## src/rtl/alu_sequencer.sv

```systemverilog
// ---------------------------------------------------------------------------
// alu_sequencer
//
// Purpose:
//   Multi-cycle instruction sequencer that sits between an instruction source
//   and an ALU plus register file. It accepts one 16-bit instruction at a time
//   with a valid/ready handshake and walks it through IDLE -> DECODE -> EXEC
//   (-> WB for ALU-class instructions). Class 11 instructions are control
//   operations: NOP, HALT and conditional branches that test the flags
//   latched from the last ALU instruction.
//
// Instruction format:
//   [15:14] class   00 addressing, 01 arithmetic, 10 logic, 11 control
//   [13:10] opcode
//   [9:7]   operand 1 / destination register
//   [6:4]   operand 2 register
//   [3:0]   reserved
//
// Ports:
//   clk           single clock, all state changes on its rising edge
//   rst           synchronous, active-high reset
//   instr_valid   upstream presents an instruction on instr
//   instr         16-bit instruction word
//   instr_ready   high only in IDLE; a transfer needs valid and ready
//   za,zb,eq,gt,lt  live ALU flag outputs
//   ALU_opcode    opcode driven to the ALU (0000 when no ALU op is active)
//   ALU_OT        ALU output-type select (11 = none)
//   op1_regaddr   register-file read address, operand 1
//   op2_regaddr   register-file read address, operand 2
//   rf_we         register-file write enable, high for the WB cycle only
//   wb_addr       register-file write address
//   branch_taken  one-cycle pulse in EXEC of a taken branch
//   flags_q       {za,zb,eq,gt,lt} latched at the end of the last ALU EXEC
//   illegal       one-cycle pulse in EXEC of an undefined control opcode
//   halted        sequencer stopped by HALT until reset
// ---------------------------------------------------------------------------
module alu_sequencer (
  input  logic        clk,
  input  logic        rst,
  input  logic        instr_valid,
  input  logic [15:0] instr,
  output logic        instr_ready,
  input  logic        za,
  input  logic        zb,
  input  logic        eq,
  input  logic        gt,
  input  logic        lt,
  output logic [3:0]  ALU_opcode,
  output logic [1:0]  ALU_OT,
  output logic [2:0]  op1_regaddr,
  output logic [2:0]  op2_regaddr,
  output logic        rf_we,
  output logic [2:0]  wb_addr,
  output logic        branch_taken,
  output logic [4:0]  flags_q,
  output logic        illegal,
  output logic        halted
);

  typedef enum logic [2:0] {
    IDLE   = 3'd0,
    DECODE = 3'd1,
    EXEC   = 3'd2,
    WB     = 3'd3,
    HALT   = 3'd4
  } state_t;

  localparam logic [1:0] CLASS_CTRL = 2'b11;
  localparam logic [1:0] OT_NONE    = 2'b11;

  localparam logic [3:0] OP_NOP  = 4'b0000;
  localparam logic [3:0] OP_HALT = 4'b0001;
  localparam logic [3:0] OP_BEQ  = 4'b0010;
  localparam logic [3:0] OP_BGT  = 4'b0011;
  localparam logic [3:0] OP_BLT  = 4'b0100;
  localparam logic [3:0] OP_BZA  = 4'b0101;

  // Bit positions inside flags_q = {za,zb,eq,gt,lt}
  localparam int FLAG_ZA = 4;
  localparam int FLAG_EQ = 2;
  localparam int FLAG_GT = 1;
  localparam int FLAG_LT = 0;

  state_t      state;
  logic [15:0] instr_q;

  logic [1:0]  cur_class;
  logic [3:0]  cur_opcode;
  logic        is_ctrl;
  logic        branch_cond;
  logic        opcode_undefined;
  logic [4:0]  live_flags;
  logic        unused_reserved;

  assign cur_class  = instr_q[15:14];
  assign cur_opcode = instr_q[13:10];
  assign is_ctrl    = (cur_class == CLASS_CTRL);
  assign live_flags = {za, zb, eq, gt, lt};

  // The reserved field is captured with the rest of the word but has no use.
  assign unused_reserved = ^instr_q[3:0];

  // Only IDLE can take a new instruction; anything offered elsewhere simply
  // waits on the bus until the sequencer comes back to IDLE.
  assign instr_ready = (state == IDLE);

  // Branch conditions look at the latched flags only, so the result does not
  // depend on whatever the ALU happens to be showing during the branch.
  always_comb begin
    branch_cond = 1'b0;
    case (cur_opcode)
      OP_BEQ:  branch_cond = flags_q[FLAG_EQ];
      OP_BGT:  branch_cond = flags_q[FLAG_GT];
      OP_BLT:  branch_cond = flags_q[FLAG_LT];
      OP_BZA:  branch_cond = flags_q[FLAG_ZA];
      default: branch_cond = 1'b0;
    endcase
  end

  // Control opcodes above BZA are undefined.
  assign opcode_undefined = (cur_opcode > OP_BZA);

  // Sequencer FSM. Every output is registered and updated on the transition
  // into the state where it must be visible, so values line up with the
  // state they belong to (e.g. rf_we is set on the EXEC->WB edge).
  always_ff @(posedge clk) begin
    if (rst) begin
      state        <= IDLE;
      instr_q      <= 16'h0000;
      flags_q      <= 5'b00000;
      ALU_OT       <= OT_NONE;
      ALU_opcode   <= OP_NOP;
      op1_regaddr  <= 3'd0;
      op2_regaddr  <= 3'd0;
      wb_addr      <= 3'd0;
      rf_we        <= 1'b0;
      branch_taken <= 1'b0;
      illegal      <= 1'b0;
      halted       <= 1'b0;
    end else begin
      // Pulse outputs default low and are raised for a single state.
      rf_we        <= 1'b0;
      branch_taken <= 1'b0;
      illegal      <= 1'b0;

      case (state)
        IDLE: begin
          if (instr_valid) begin
            instr_q     <= instr;
            // Read addresses come straight from the incoming word so they are
            // already valid during the DECODE cycle.
            op1_regaddr <= instr[9:7];
            op2_regaddr <= instr[6:4];
            state       <= DECODE;
          end
        end

        DECODE: begin
          state <= EXEC;
          if (is_ctrl) begin
            // Control resolves entirely in EXEC; the ALU stays unselected.
            branch_taken <= branch_cond;
            illegal      <= opcode_undefined;
          end else begin
            ALU_OT     <= cur_class;
            ALU_opcode <= cur_opcode;
          end
        end

        EXEC: begin
          if (is_ctrl) begin
            if (cur_opcode == OP_HALT) begin
              halted <= 1'b1;
              state  <= HALT;
            end else begin
              state <= IDLE;
            end
          end else begin
            // The ALU result and its flags are valid during EXEC.
            flags_q <= live_flags;
            rf_we   <= 1'b1;
            wb_addr <= instr_q[9:7];
            state   <= WB;
          end
        end

        WB: begin
          ALU_OT     <= OT_NONE;
          ALU_opcode <= OP_NOP;
          state      <= IDLE;
        end

        HALT: begin
          // Absorbing until reset.
          state <= HALT;
        end

        default: begin
          state <= IDLE;
        end
      endcase
    end
  end

endmodule

```

## config.mk

```make
export PLATFORM = sky130hd
export DESIGN_NAME = alu_sequencer
export DESIGN_NICKNAME = d
export VERILOG_FILES = /design/src/rtl/alu_sequencer.sv
export SDC_FILE = /design/constraint.sdc
export NUM_CORES = 1
export LEC_CHECK = 0
export CAP_MARGIN = 15
export CORE_MARGIN = 2
export CORE_UTILIZATION = 40
export DETAILED_ROUTE_END_ITERATION = 10
export GPL_TIMING_DRIVEN = 0
export PLACE_DENSITY = 0.76
export SLEW_MARGIN = 20
export SYNTH_ARGS = -nofsm -noshare
export SYNTH_HDL_FRONTEND = slang
export SYNTH_SLANG_ARGS = --single-unit
```

## constraint.sdc

```tcl
create_clock -name clk -period 1.4 [get_ports clk]
set_clock_uncertainty 0.1 [all_clocks]
set_input_delay 0.14 -clock clk [delete_from_list [all_inputs] [get_ports clk]]
set_output_delay 0.14 -clock clk [all_outputs]
set_load 0.01 [all_outputs]
```

* Yosys cells after proc, flatten, opt, wreduce, memory -nomap -nowiden
Cells that the tools add are included.
Storage, ports and cells: flip-flop bits (word level) 43, bits of input ports 24, output and inout bits 25
Cells by class: magnitude comparators 1, equal/unequal tests 12, multiplexer cells 10, bitwise operators 3, reductions and logical operators 8
Operator list (count):
- 3-bit case mux with 4 select lines | 1
- 3-bit 2-to-1 mux | 3
- 4-bit by 2-bit equality test with 1-bit output, second input constant | 2
- 4-bit by 3-bit equality test with 1-bit output, second input constant | 2
- 4-bit case mux with 2 select lines | 1
- 3-bit by 2-bit equality test with 1-bit output, second input constant | 2
- 2-bit AND reduction | 3
- 4-bit by 1-bit equality test with 1-bit output, second input constant | 1
- 4-bit by 3-bit > comparator with 1-bit output, second input constant | 1
- 4-bit 2-to-1 mux | 1
- 2-bit != test, second input constant | 2
- 1-bit case mux with 4 select lines | 1
- 2-bit case mux with 2 select lines | 1
- 3-bit by 1-bit equality test with 1-bit output, second input constant | 1
- 3-bit equality test, second input constant | 1
- 3-bit logical NOT | 1
- 1-bit NOT | 3
- 3-bit AND reduction | 1
- 3-bit OR reduction | 1
- 2-bit equality test, second input constant | 1
- 2-bit 2-to-1 mux | 1
- 2-bit nonzero test | 1
- 2-bit OR reduction | 1
- 1-bit 2-to-1 mux | 1

* Longest topological paths before layout
depth in word-level cells 4, gate-level depth with buffers 5, depth with buffers taken out 3

* Worst setup path before layout
OpenSTA, ideal clock, no wires.
path kind register to register, start register state[0], end register instr_q[10], library setup time 132 ps, data arrival time 1183 ps, path slack -16 ps, stages on the path, launching flop included 5, path buffers 1, path through dfxtp_1 -> or4b_4 -> buf_2 -> nand2_1 -> a21oi_1
Between the ends: longest elaborated chain between the ends 2
RTL lines:
- start: declaration | line 84 | state_t state;
- start signal: assignment | line 128 | state <= IDLE;
- start signal: assignment | line 154 | state <= DECODE;
- start signal: assignment | line 159 | state <= EXEC;
- 3-bit logical NOT | line 146 | case (state)
- 2-bit AND reduction (no source line)
- end signal: assignment | line 149 | instr_q <= instr;
- end: declaration | line 85 | logic [15:0] instr_q;
Every way passes these cells. A chain may end at the register's enable or synchronous reset.

* Final worst setup path
start register state[1], end register instr_q[13]
The elaborated chain is that of the path after synthesis.

==> flow_summary.yaml <==
layout:
  cell_count_final_fillers_out: 253
  flow.area_growth_from_synthesis_pct: 48.5
  finish.net_count: 230
  ratio_of_cells_with_drive_above_1_in_the_final_layout: 0.261
  final.fill_count: 322
  diodes: 0
global_routing:
  pin_count_of_the_biggest_net_entering_global_routing: 11
  global_route.usage.total: 0.168
  grt_overflow_total: 0
  initial_antenna_violation_count: 0
  vias_in_the_first_global_route: 1176
  wire_length_of_the_first_global_routing_pass_um: 5190
cts:
  clock_latency_ps: 340
  clock_path_buffers: 2
  cts.sink_count: 33
  cts_tree: "yes"
  htreeDepth: 2
  clkSlewWorstSetupHoldPaths_ps: 100
  cts-root-buf: "sky130_fd_sc_hd__clkbuf_4"
  post_cts_hold_buffer_count: 0
  numCtsBuffers: 5
critical_path:
  crit_required_ps: 1530
  highest_fanout_seen_on_the_critical_path: 5
  crit_path_start_kind: "register"
  path_class: "reg -> reg"
  data_arrival_time_of_the_critical_path_ps: 1580
  cp-end-kind: "register"
logic_synthesis:
  synthArstFlopShare: 0
  adder_and_majority_cell_fraction_of_the_synthesized_area: 0
  synth_top_area_frac: 0.471
  ys_seq_elements: 33
  synth.most_common_cell: "sky130_fd_sc_hd__dfxtp_1"
  ys_seq_area_frac: 0.471
  synth_cell_type_count: 28
  synth-edff-count: 0
  synth.avg_cell_area_um2: 9.16
  netlist_top_cells_count: "sky130_fd_sc_hd__dfxtp_1, sky130_fd_sc_hd__nand2_1, sky130_fd_sc_hd__nand2b_1"
  synthXorXnorAreaFrac: 0
  synthFlopType: "sky130_fd_sc_hd__dfxtp_1"
  yosys.area.top_type: "sky130_fd_sc_hd__dfxtp_1"
  largest_family_of_logic_cells_by_synthesized_area: "simple AND/OR/NAND/NOR gates"
  yosysWarningCount: 0
  syn-num-nets: 177
  mux_cell_area_share_after_synthesis: 0.0714
  syn-cell-area_mm2: 0.00140
  gate_count_of_the_mapped_netlist: 153
  yosys-top-cells-area: "sky130_fd_sc_hd__dfxtp_1, sky130_fd_sc_hd__nand2b_1, sky130_fd_sc_hd__mux2i_1, sky130_fd_sc_hd__nand2_1, sky130_fd_sc_hd__a21oi_1"
  synth_simple_gate_area_share: 0.272
  synth-compound-area-share: 0.120
routing:
  first_iter_violations: 25
  drc: 0
  detail_route.wirelength_um: 3380
  remaining_antenna_violation_count: 0
  wire_per_inst_um: 13.4
  firstDrtPassIters: 4
  detail_route.vias_per_cell: 4.85
  via_count: 1227
power_and_ir_drop:
  p_leak_nw: 0.866
  worst_vdd_drop_mv: 0.536
  power_per_cell_area_mw_per_mm2: 1000
timing:
  finalHoldWorstSlack_ps: 200
  tightestPinTransition_ps: 484
  max_freq_ghz: 0.690
  maxSlewViolCount: 0
  timing.final.hold_violations: 0
  setup_viol: 10
  max_slew_margin: 0.677
  fin_crit_ps: 1450
  final_period_util: 1.04
  timing.final.ws_setup_ps: -49.5
  unrepaired_setup_endpoints_after_global_routing: "true"
placed_design:
  placed_cells_incl_taps: 242
  routabilityCongestion: 0.852
  numPortBuffers: 43
  dp.final_hpwl_um: 2350
run_status:
  status: "finished with violations"
  failed_checks: "negative setup slack"
die:
  placement_rows: 21
  die_w_um: 63.2
  pin_count: 49
  initial_utilization: 0.417
  design.die.area_mm2: 0.00399
  core_area_mm2: 0.00336
  chipHeight_um: 63.2
min_path:
  hold_path.class: "in -> reg"
run:
  drv.max_cap_violation_count: 0
[report_power, final]
group | internal, mW | total, mW | switching (mW)
Combinational | 0.233 | 0.419 | 0.186
Sequential | 0.993 | 1.04 | 0.0482
Clock | 0.291 | 0.620 | 0.329
Total | 1.52 | 2.08 | 0.563
[repair_timing]
| action | CTS | global route |
|---|---|---|
| pin swaps | 0 | 6 |
| resized for setup | 37 | 30 |
| endpoints found under the hold margin | 0 | 0 |
| cloned | 0 | 1 |
| buffers inserted | 0 | 2 |
| endpoints found under the setup margin | 49 | 25 |
[routing by layer]
layer | track usage | vias up | wire [µm]
li1 | - | 619 | -
met1 | 0.183 | 575 | 1390
met5 | 0 | - | 0
met2 | 0.295 | 27 | 1760
met3 | 0.0589 | 6 | 155
met4 | 0.0734 | 0 | 76
[through the flow]
stage,power [mW],cell area (µm²),TNS (ps),setup WS [ps],utilization
finish,2.08,2080,-363,-49.5,0.619
floorplan,1.26,1410,0,15.1,-
global placement,1.42,1900,-2630,-233,0.564
detailed placement,1.43,1900,-3190,-250,0.564
global route,2.18,2080,-902,-92.5,0.619
CTS,2.03,1960,-555,-62.4,0.582
[kinds of logic (layout without fill, tap and decap cells)]
| family | after synthesis | after routing |
|---|---|---|
| AND/OR/NAND/NOR | 67 | 67 |
| flip-flops | 33 | 33 |
| AO/OA/AOI/OAI | 27 | 27 |
| buffers and inverters | 16 | 70 |
| multiplexers | 10 | 10 |
[worst max-delay path, cell delays in order (launching register included)]
cell	delay, ps
sky130_fd_sc_hd__dfxtp_2	350
sky130_fd_sc_hd__or4b_4	590
sky130_fd_sc_hd__clkbuf_16	190
sky130_fd_sc_hd__nand2_2	70
sky130_fd_sc_hd__a21oi_2	50
[cell type report]
type,instances,area (µm²),area share
multi-input combinational,104,732,0.352
sequential,33,672,0.323
timing repair buffer,46,435,0.209
buffer,15,110,0.0529
clock buffer,7,65.1,0.0313
tap,46,57.6,0.0277
clock inverter,1,5.00,0.00241
inverter,1,3.75,0.00180
[registers in the layout (all words and copies together) (netlist names)]
name and flops:
ALU_OT 2, ALU_opcode 4, branch_taken 1, flags_q 5, halted 1, illegal 1, instr_q 8, op1_regaddr 2
op2_regaddr 2, rf_we 1, state 3, wb_addr 3
[cell usage in the layout, fill, tap and decap left out, types with 3 or more instances in the layout]
| cell | n |
|---|---|
| sky130_fd_sc_hd__clkdlybuf4s50_1 | 18 |
| sky130_fd_sc_hd__a21oi_1 | 9 |
| sky130_fd_sc_hd__dfxtp_1 | 26 |
| sky130_fd_sc_hd__a21oi_2 | 7 |
| sky130_fd_sc_hd__dfxtp_2 | 6 |
| sky130_fd_sc_hd__nor3_1 | 5 |
| sky130_fd_sc_hd__dlygate4sd2_1 | 24 |
| sky130_fd_sc_hd__clkbuf_4 | 5 |
| sky130_fd_sc_hd__nand2_2 | 6 |
| sky130_fd_sc_hd__clkbuf_1 | 3 |
| sky130_fd_sc_hd__nand2_1 | 17 |
| sky130_fd_sc_hd__buf_4 | 11 |
| sky130_fd_sc_hd__nand2b_1 | 23 |
| sky130_fd_sc_hd__mux2i_1 | 10 |
| sky130_fd_sc_hd__a22o_1 | 4 |
[worst paths after layout]
| kind | from | to | slack [ps] | depth (start not counted) |
|---|---|---|---|---|
| worst max register to register | state[1]$_SDFFE_PP0P_ | instr_q[13]$_SDFFE_PP0P_ | -50 | 4 |
| worst min-delay path | rst | flags_q[2]$_SDFFE_PP0P_ | 200 | 3 |
| worst max-delay path | state[1]$_SDFFE_PP0P_ | instr_q[13]$_SDFFE_PP0P_ | -50 | 4 |
| worst min register to register | op1_regaddr[0]$_SDFFE_PP0P_ | op1_regaddr[0]$_SDFFE_PP0P_ | 370 | 2 |
No activity file was read; power rests on OpenSTA's default activity.
